==> src/rtl/jtag_axi_dispatch.sv <==
`default_nettype none
// jtag_axi_dispatch: issues one AXI4-Lite read or write per dispatch pulse and reports the response.
// Optional in-flight timeout with response draining is enabled by defining JTAG_AXI_TIMEOUT_EN.
module jtag_axi_dispatch #(
   parameter int unsigned TIMEOUT_CYCLES = 4096
) (
   input  logic        clk,
   input  logic        trstn,
   input  logic        dispatch_i,
   input  logic        status_ack_i,
   input  logic        txn_write_i,
   input  logic [1:0]  txn_size_i,
   input  logic [31:0] txn_addr_i,
   input  logic [31:0] txn_wdata_i,
   output logic [31:0] rdata_o,
   output logic [2:0]  status_o,
   output logic        busy_o,
   output logic [31:0] m_axi_awaddr,
   output logic [2:0]  m_axi_awprot,
   output logic        m_axi_awvalid,
   input  logic        m_axi_awready,
   output logic [31:0] m_axi_wdata,
   output logic [3:0]  m_axi_wstrb,
   output logic        m_axi_wvalid,
   input  logic        m_axi_wready,
   input  logic [1:0]  m_axi_bresp,
   input  logic        m_axi_bvalid,
   output logic        m_axi_bready,
   output logic [31:0] m_axi_araddr,
   output logic [2:0]  m_axi_arprot,
   output logic        m_axi_arvalid,
   input  logic        m_axi_arready,
   input  logic [31:0] m_axi_rdata,
   input  logic [1:0]  m_axi_rresp,
   input  logic        m_axi_rvalid,
   output logic        m_axi_rready
);

   typedef enum logic [2:0] {
      S_IDLE    = 3'd0,
      S_WR_REQ  = 3'd1,
      S_WR_RESP = 3'd2,
      S_RD_REQ  = 3'd3,
      S_RD_RESP = 3'd4,
      S_DONE    = 3'd5
   } state_t;

   localparam logic [2:0] ST_IDLE    = 3'd0;
   localparam logic [2:0] ST_RUNNING = 3'd1;
   localparam logic [2:0] ST_OKAY    = 3'd2;
   localparam logic [2:0] ST_TIMEOUT = 3'd6;

   generate
      if (TIMEOUT_CYCLES < 2 || TIMEOUT_CYCLES > 65535) begin : g_bad_timeout
         $error("jtag_axi_dispatch: TIMEOUT_CYCLES must be within 2..65535");
      end
   endgenerate

   state_t      state_q, state_d;
   logic [31:0] addr_q, addr_d;
   logic [31:0] wdata_q, wdata_d;
   logic [3:0]  wstrb_q, wstrb_d;
   logic [31:0] rdata_q, rdata_d;
   logic [2:0]  status_q, status_d;
   logic        awvalid_q, awvalid_d;
   logic        wvalid_q, wvalid_d;
   logic        arvalid_q, arvalid_d;
   logic        dispatch_ok;
   logic        in_flight;
   logic        aw_done, w_done;
   logic [3:0]  strb_base;
   logic        timeout;
   logic        drain_q;

   assign in_flight   = (state_q == S_WR_REQ) || (state_q == S_WR_RESP) ||
                        (state_q == S_RD_REQ) || (state_q == S_RD_RESP);
   assign dispatch_ok = dispatch_i && ((state_q == S_IDLE) || (state_q == S_DONE));

`ifdef JTAG_AXI_TIMEOUT_EN
   logic [15:0] cnt_q, cnt_d;
   logic        drain_d;

   assign timeout = in_flight && (cnt_q == 16'(TIMEOUT_CYCLES - 1));

   // Drain stays armed from a timeout until the next dispatch so late beats are swallowed.
   always_comb begin
      cnt_d   = cnt_q;
      drain_d = drain_q;
      if (dispatch_ok) begin
         cnt_d   = 16'd0;
         drain_d = 1'b0;
      end else if (timeout) begin
         drain_d = 1'b1;
      end else if (in_flight) begin
         cnt_d = cnt_q + 16'd1;
      end
   end

   always_ff @(posedge clk or negedge trstn) begin
      if (!trstn) begin
         cnt_q   <= 16'd0;
         drain_q <= 1'b0;
      end else begin
         cnt_q   <= cnt_d;
         drain_q <= drain_d;
      end
   end
`else
   assign timeout = 1'b0;
   assign drain_q = 1'b0;
`endif

   always_comb begin
      case (txn_size_i)
         2'd0:    strb_base = 4'b0001;
         2'd1:    strb_base = 4'b0011;
         default: strb_base = 4'b1111;
      endcase
   end

   always_comb begin
      state_d   = state_q;
      addr_d    = addr_q;
      wdata_d   = wdata_q;
      wstrb_d   = wstrb_q;
      rdata_d   = rdata_q;
      status_d  = status_q;
      awvalid_d = awvalid_q;
      wvalid_d  = wvalid_q;
      arvalid_d = arvalid_q;
      aw_done   = !awvalid_q || m_axi_awready;
      w_done    = !wvalid_q || m_axi_wready;

      if (dispatch_ok) begin
         addr_d    = txn_addr_i;
         wdata_d   = txn_wdata_i;
         wstrb_d   = strb_base << txn_addr_i[1:0];
         status_d  = ST_RUNNING;
         awvalid_d = txn_write_i;
         wvalid_d  = txn_write_i;
         arvalid_d = !txn_write_i;
         state_d   = txn_write_i ? S_WR_REQ : S_RD_REQ;
      end else if (timeout) begin
         awvalid_d = 1'b0;
         wvalid_d  = 1'b0;
         arvalid_d = 1'b0;
         status_d  = ST_TIMEOUT;
         state_d   = S_DONE;
      end else begin
         case (state_q)
            S_WR_REQ: begin
               // AW and W retire independently; advance only when both have.
               awvalid_d = awvalid_q && !m_axi_awready;
               wvalid_d  = wvalid_q && !m_axi_wready;
               if (aw_done && w_done) begin
                  state_d = S_WR_RESP;
               end
            end
            S_WR_RESP: begin
               if (m_axi_bvalid) begin
                  status_d = ST_OKAY + {1'b0, m_axi_bresp};
                  state_d  = S_DONE;
               end
            end
            S_RD_REQ: begin
               if (m_axi_arready) begin
                  arvalid_d = 1'b0;
                  state_d   = S_RD_RESP;
               end
            end
            S_RD_RESP: begin
               if (m_axi_rvalid) begin
                  rdata_d  = m_axi_rdata;
                  status_d = ST_OKAY + {1'b0, m_axi_rresp};
                  state_d  = S_DONE;
               end
            end
            S_DONE: begin
               if (status_ack_i) begin
                  status_d = ST_IDLE;
                  state_d  = S_IDLE;
               end
            end
            default: ;
         endcase
      end
   end

   always_ff @(posedge clk or negedge trstn) begin
      if (!trstn) begin
         state_q   <= S_IDLE;
         addr_q    <= 32'd0;
         wdata_q   <= 32'd0;
         wstrb_q   <= 4'd0;
         rdata_q   <= 32'd0;
         status_q  <= ST_IDLE;
         awvalid_q <= 1'b0;
         wvalid_q  <= 1'b0;
         arvalid_q <= 1'b0;
      end else begin
         state_q   <= state_d;
         addr_q    <= addr_d;
         wdata_q   <= wdata_d;
         wstrb_q   <= wstrb_d;
         rdata_q   <= rdata_d;
         status_q  <= status_d;
         awvalid_q <= awvalid_d;
         wvalid_q  <= wvalid_d;
         arvalid_q <= arvalid_d;
      end
   end

   assign rdata_o       = rdata_q;
   assign status_o      = status_q;
   assign busy_o        = in_flight;
   assign m_axi_awaddr  = addr_q;
   assign m_axi_awprot  = 3'b000;
   assign m_axi_awvalid = awvalid_q;
   assign m_axi_wdata   = wdata_q;
   assign m_axi_wstrb   = wstrb_q;
   assign m_axi_wvalid  = wvalid_q;
   assign m_axi_bready  = (state_q == S_WR_RESP) || drain_q;
   assign m_axi_araddr  = addr_q;
   assign m_axi_arprot  = 3'b000;
   assign m_axi_arvalid = arvalid_q;
   assign m_axi_rready  = (state_q == S_RD_RESP) || drain_q;

endmodule
`default_nettype wire

==> config.mk <==
export PLATFORM = sky130hd
export DESIGN_NAME = jtag_axi_dispatch
export DESIGN_NICKNAME = d
export VERILOG_FILES = /design/src/rtl/jtag_axi_dispatch.sv
export SDC_FILE = /design/constraint.sdc
export NUM_CORES = 1
export LEC_CHECK = 0
export CELL_PAD_IN_SITES_DETAIL_PLACEMENT = 1
export CELL_PAD_IN_SITES_GLOBAL_PLACEMENT = 1
export CORE_MARGIN = 2
export CORE_UTILIZATION = 30
export CTS_BUF_LIST = sky130_fd_sc_hd__clkbuf_8 sky130_fd_sc_hd__clkbuf_16
export DETAILED_ROUTE_END_ITERATION = 7
export PLACE_DENSITY_LB_ADDON = 0.1
export RECOVER_POWER = 100
export SYNTH_ARGS = -nofsm -noshare
export SYNTH_HDL_FRONTEND = slang
export SYNTH_SLANG_ARGS = --single-unit
==> constraint.sdc <==
create_clock -name clk -period 2.2 [get_ports clk]
set_clock_uncertainty 0.1 [all_clocks]
set_input_delay 0.66 -clock clk [delete_from_list [all_inputs] [get_ports clk]]
set_output_delay 0.66 -clock clk [all_outputs]
set_load 0.01 [all_outputs]
# Yosys cells after proc, flatten, opt, wreduce, memory -nomap -nowiden

Index checks and enable logic that the tools add are counted.

Register bits after elaboration: 109
Output and inout port bits: 147

$add $sub $neg: 2
Equal/unequal tests: 11
Shift operators: 1
Multiplexer cells: 20
Bitwise gates (word level): 1
Reduce and logical (&&, ||, !) cells: 26

Operators with widths:

| operator            | count |
|---|---|
| $mux 3              | 9 |
| $pmux 3 s5          | 1 |
| $ne 3x2->1 const B  | 3 |
| $pmux 3 s3          | 1 |
| $pmux 4 s2          | 1 |
| $mux 1              | 7 |
| $add 2x2->3 const A | 2 |
| $eq 3x2->1 const B  | 2 |
| $eq 3x3->1 const B  | 2 |
| $logic_or 1x1->1    | 6 |
| $ne 3x3->1 const B  | 2 |
| $reduce_and 6->1    | 1 |
| $reduce_bool 2->1   | 3 |
| $reduce_bool 6->1   | 1 |
| $logic_not 1->1     | 5 |
| $logic_and 1x1->1   | 4 |
| $reduce_and 4->1    | 1 |
| $reduce_bool 4->1   | 1 |
| $shl 4x2->4         | 1 |
| $eq 3x1->1 const B  | 1 |
| $logic_not 3->1     | 1 |
| $reduce_and 3->1    | 1 |
| $eq 2x1->1 const B  | 1 |
| $logic_not 2->1     | 1 |
| 3 further kinds     | 3 |

# Depth between registers and ports, before layout

Depth in word-level cells: 6
Gate-level depth with buffers: 7

# Worst setup path after synthesis

No wires, ideal clock.

Kind: register -> output
Start: register state_q[0]
End: output busy_o
Data arrival time: 1.083 ns
Required time: 1.440 ns
Slack: 0.357 ns
Stages on the path, launching flop included: 5
Buffers on the path: 2
Path through: dfrtp_1 -> buf_4 -> clkbuf_1 -> nor2_1 -> xnor2_1

Cells in the longest elaborated chain, start to end: 4
Elaborated cells on any way between the ends: 7

Ends and longest elaborated chain:

| item                                            | line | text |
|---|---|---|
| start: declaration                              | 59   | `state_t state_q, state_d;` |
| start signal: assignment                        | 201  | `state_q <= state_d;` |
| $eq 3x1->1 / $eq 3x2->1 (equally long branches) | 75   | `assign in_flight = (state_q == S_WR_REQ) \|\| (state_q == S_WR_RESP) \|\|` |
| $logic_or 1x1->1 (2 in series)                  | 75   |  |
| $logic_or 1x1->1 *                              | 76   | `(state_q == S_RD_REQ) \|\| (state_q == S_RD_RESP);` |
| end: declaration                                | 17   | `output logic busy_o,` |

Mark *: on every way between the ends. The rest lies on a longest branch, timed or not.

# Final worst setup path

Start: register addr_q[11], in the netlist m_axi_araddr[11]
End: output m_axi_araddr[11]

RTL lines:

| item                     | line | text |
|---|---|---|
| start: declaration       | 60   | `logic [31:0] addr_q, addr_d;` |
| start signal: assignment | 202  | `addr_q <= addr_d;` |
| end: declaration         | 29   | `output logic [31:0] m_axi_araddr,` |

No word-level cell between the ends.

==> results.tsv <==
stage	metric	value	unit
die	die_h	131.9	µm
power	seqPwrFrac	34.9	%
route	via_per_inst	4.368	
route	vias	3468	
power	swShare	34.50	%
clock_network	clkLatencyLatePin	0.34	ns
synthesis	ys_seq_area_share	55.56	%
clock_network	cts.path.max_buffers	2	
critical_path	cp-start-kind	flip-flop	
die	start_util	30.80	%
critical_path	critical_path.top_delay_family	buffers and inverters	
power	peakVddDrop	0.4867	mV
route	wl_per_cell	17.50	µm
power	cellLeakagePower	3.186	nW
finish	design_area	7542	µm²
timing	report.final.setup_viol	0	
grt	grt_max_degree	37	
timing	max_freq	468.3	MHz
power	powerDensity	1386	nW/µm²
clock_network	cts_resized	4	
synthesis	ys_seq_elements	109	
finish	antenna_cells	0	
clock_network	holdBufCountCts	0	
critical_path	cp.required	1.44	ns
synthesis	syn_area	4910	µm²
synthesis	synth.avg_cell_area	14.57	µm²
timing	rsz0062_at_grt	false	
timing	worst_slew_pin_slew	0.8625	ns
clock_network	numCtsBuffers	9	
timing	min_period_over_period	97.06	%
clock_network	htreeDepth	3	
die	rows	46	
clock_network	clk_pin_slew	0.07	ns
worst_hold_path	worstHoldPathType	input pin to asynchronous set/reset pin	
grt	grt_usage	16.30	%
route	firstDrtPassIters	4	
power	switching_power	3.605	mW
synthesis	synthArstFlopShare	100.0	%
finish	drive_gt1_share	11.25	%
power	power	10.45	mW
clock_network	cts_tree	yes	
synthesis	synth_top_area_share	55.56	%
finish	fin_nets	685	
die	die_area	17410	µm²
critical_path	slowest_stage	dlygate4sd3_1	
synthesis	ys.flop_type	dfrtp_1	
synthesis	synth-edff-count	0	
place	post_dp_cell_area	7533	µm²
die	die_x	131.9	µm
grt	grt_first_pass_wirelength	22070	µm
place	portBuffers	252	
synthesis	synth_cells	337	
synthesis	synth.largest_area_cell	dfrtp_1	
power	pwr-share-comb	50.2	%
critical_path	critPathMaxStageDelay	0.62	ns
grt	antenna_found_initial	0	
timing	final.min_clock_period	2.135	ns
grt	grt_pass1_vias	3745	
critical_path	path_class	flip-flop to primary output	
clock_network	clock-root-buffer	clkbuf_16	
critical_path	critPathCaptureType	primary output	
synthesis	synth_warnings	0	
clock_network	cts_setup_buffers	0	
route	drc	0	
finish	area_delta_synth_final	53.62	%
run	max_cap_violations	0	
finish	fillers	1695	
die	ios	259	
critical_path	critPathMaxFanout	3	
synthesis	synth_cell_types	38	
die	coreArea	15940	µm²
grt	overflow	0	
route	drt_iter0_drc	54	
timing	slew_headroom	42.50	%
timing	hold_viol	0	
synthesis	synth_area_leaders	dfrtp_1 (56%), mux2_4 (17%), mux2_1 (6.9%)	
place	place.detailed.hpwl	10850	µm
route	routed_wl	13900	µm
critical_path	cp.arrival	1.38	ns
critical_path	critPathBufInv	1	
route	ant_nets	0	
power	clkPwrFrac	14.9	%
place	gp_congestion	0.7755	
timing	final_max_slew_viol_count	0	
critical_path	worstPathCellList	dlygate4sd3_1	
power	p_int	6.845	mW
outcome	status	complete, no violations	
clock_network	clkSinkCount	109	
==> final timing paths <==
check / startpoint / end / slack (ns) / cells after the start
min reg2reg: status_o[2] / status_o[2] / 0.38 / 2
max: m_axi_araddr[11] / m_axi_araddr[11] / 0.06 / 1
min in group clk: status_o[2] / status_o[2] / 0.38 / 2
min: trstn / rdata_o[19] / 0.29 / 1
max in group asynchronous: trstn / status_o[0] / 0.47 / 2
max reg2reg: state_q[0] / m_axi_araddr[4] / 0.16 / 6
==> cell usage in the layout (no fill, tap or decap), drive strengths merged, types with 2 or more instances in the layout <==
cell type | netlist | routed
inv | 3 | 6
dlygate4sd3 | 0 | 120
a21oi | 10 | 10
nor2b | 3 | 3
clkdlybuf4s50 | 0 | 128
nor3 | 3 | 3
clkbuf | 1 | 23
nor2 | 9 | 9
clkinvlp | 0 | 2
buf | 53 | 13
nand2 | 12 | 12
mux2i | 2 | 2
nand2b | 3 | 3
o21ai | 15 | 15
dfrtp | 109 | 109
nand3 | 2 | 2
conb | 1 | 6
mux2 | 99 | 99
==> flip-flops by register name (all words and copies together), names as in the netlist, 3 cells and up <==
signal / count
rdata_o: 32
m_axi_araddr: 32
m_axi_wdata: 32
state_q: 3
status_o: 3
m_axi_wstrb: 4
==> per-layer routing <==
| metal | part of all wire, % | up-vias | GRT usage [%] |
|---|---|---|---|
| li1 | - | 1591 | - |
| met1 | 42 | 1708 | 20.35 |
| met2 | 49 | 157 | 26.77 |
| met3 | 8.1 | 12 | 5.229 |
| met4 | 1.4 | 0 | 5.435 |
| met5 | 0 | - | 0 |
==> synthesized netlist by cell type (3+ instances only) <==
master,instances
buf_4,39
mux2_1,30
mux2_4,55
o21ai_0,11
nor2_1,8
buf_8,4
a21oi_1,9
nor2b_1,3
mux2_2,14
buf_6,6
dfrtp_1,109
o21ai_1,4
nand2_1,12
buf_2,4
==> cells by family after synthesis <==
kind of cell	after synthesis	synth area share [%]
AO/OA/AOI/OAI	33	4.052
XOR/XNOR	2	0.3568
buffers and inverters	57	9.276
flip-flops	109	55.56
multiplexers	101	27.32
other	1	0.07638
AND/OR/NAND/NOR	34	3.364
==> final cells by class <==
type / count / area [µm²] / area share, %
repair buffers: 274 / 2670 / 35.40
well taps: 216 / 270.3 / 3.583
inverters: 3 / 11.26 / 0.1493
flip-flops and latches: 109 / 2729 / 36.18
multi-input cells: 176 / 1583 / 20.99
clock buffers: 10 / 239.0 / 3.169
clock inverters: 6 / 40.04 / 0.5309
==> power groups by stage <==
| stage | clock network [mW] | registers (mW) | logic (mW) |
|---|---|---|---|
| after floorplan | 0 | 4.10 | 2.85 |
| after global placement | 0 | 3.72 | 6.23 |
| after detailed placement | 0 | 3.78 | 6.35 |
| after CTS | 1.62 | 3.76 | 6.35 |
| after global routing | 1.71 | 3.82 | 5.63 |
| final | 1.56 | 3.65 | 5.24 |
==> metrics by stage <==
step                      hold slack, ns  std cells  worst slack (ns)  setup TNS [ns]  util (%)
after floorplan                   0.2644        342            0.3574               0         -
after global placement            0.3671        778           -0.1943          -11.13     47.25
after detailed placement          0.3766        778           -0.2055          -10.82     47.25
after CTS                         0.1553        794          0.001355               0     48.99
after global routing              0.3437        794           0.02150               0     47.31
final                             0.2923        794           0.06458               0     47.31
Note: power is estimated with default switching activity, not from simulation.
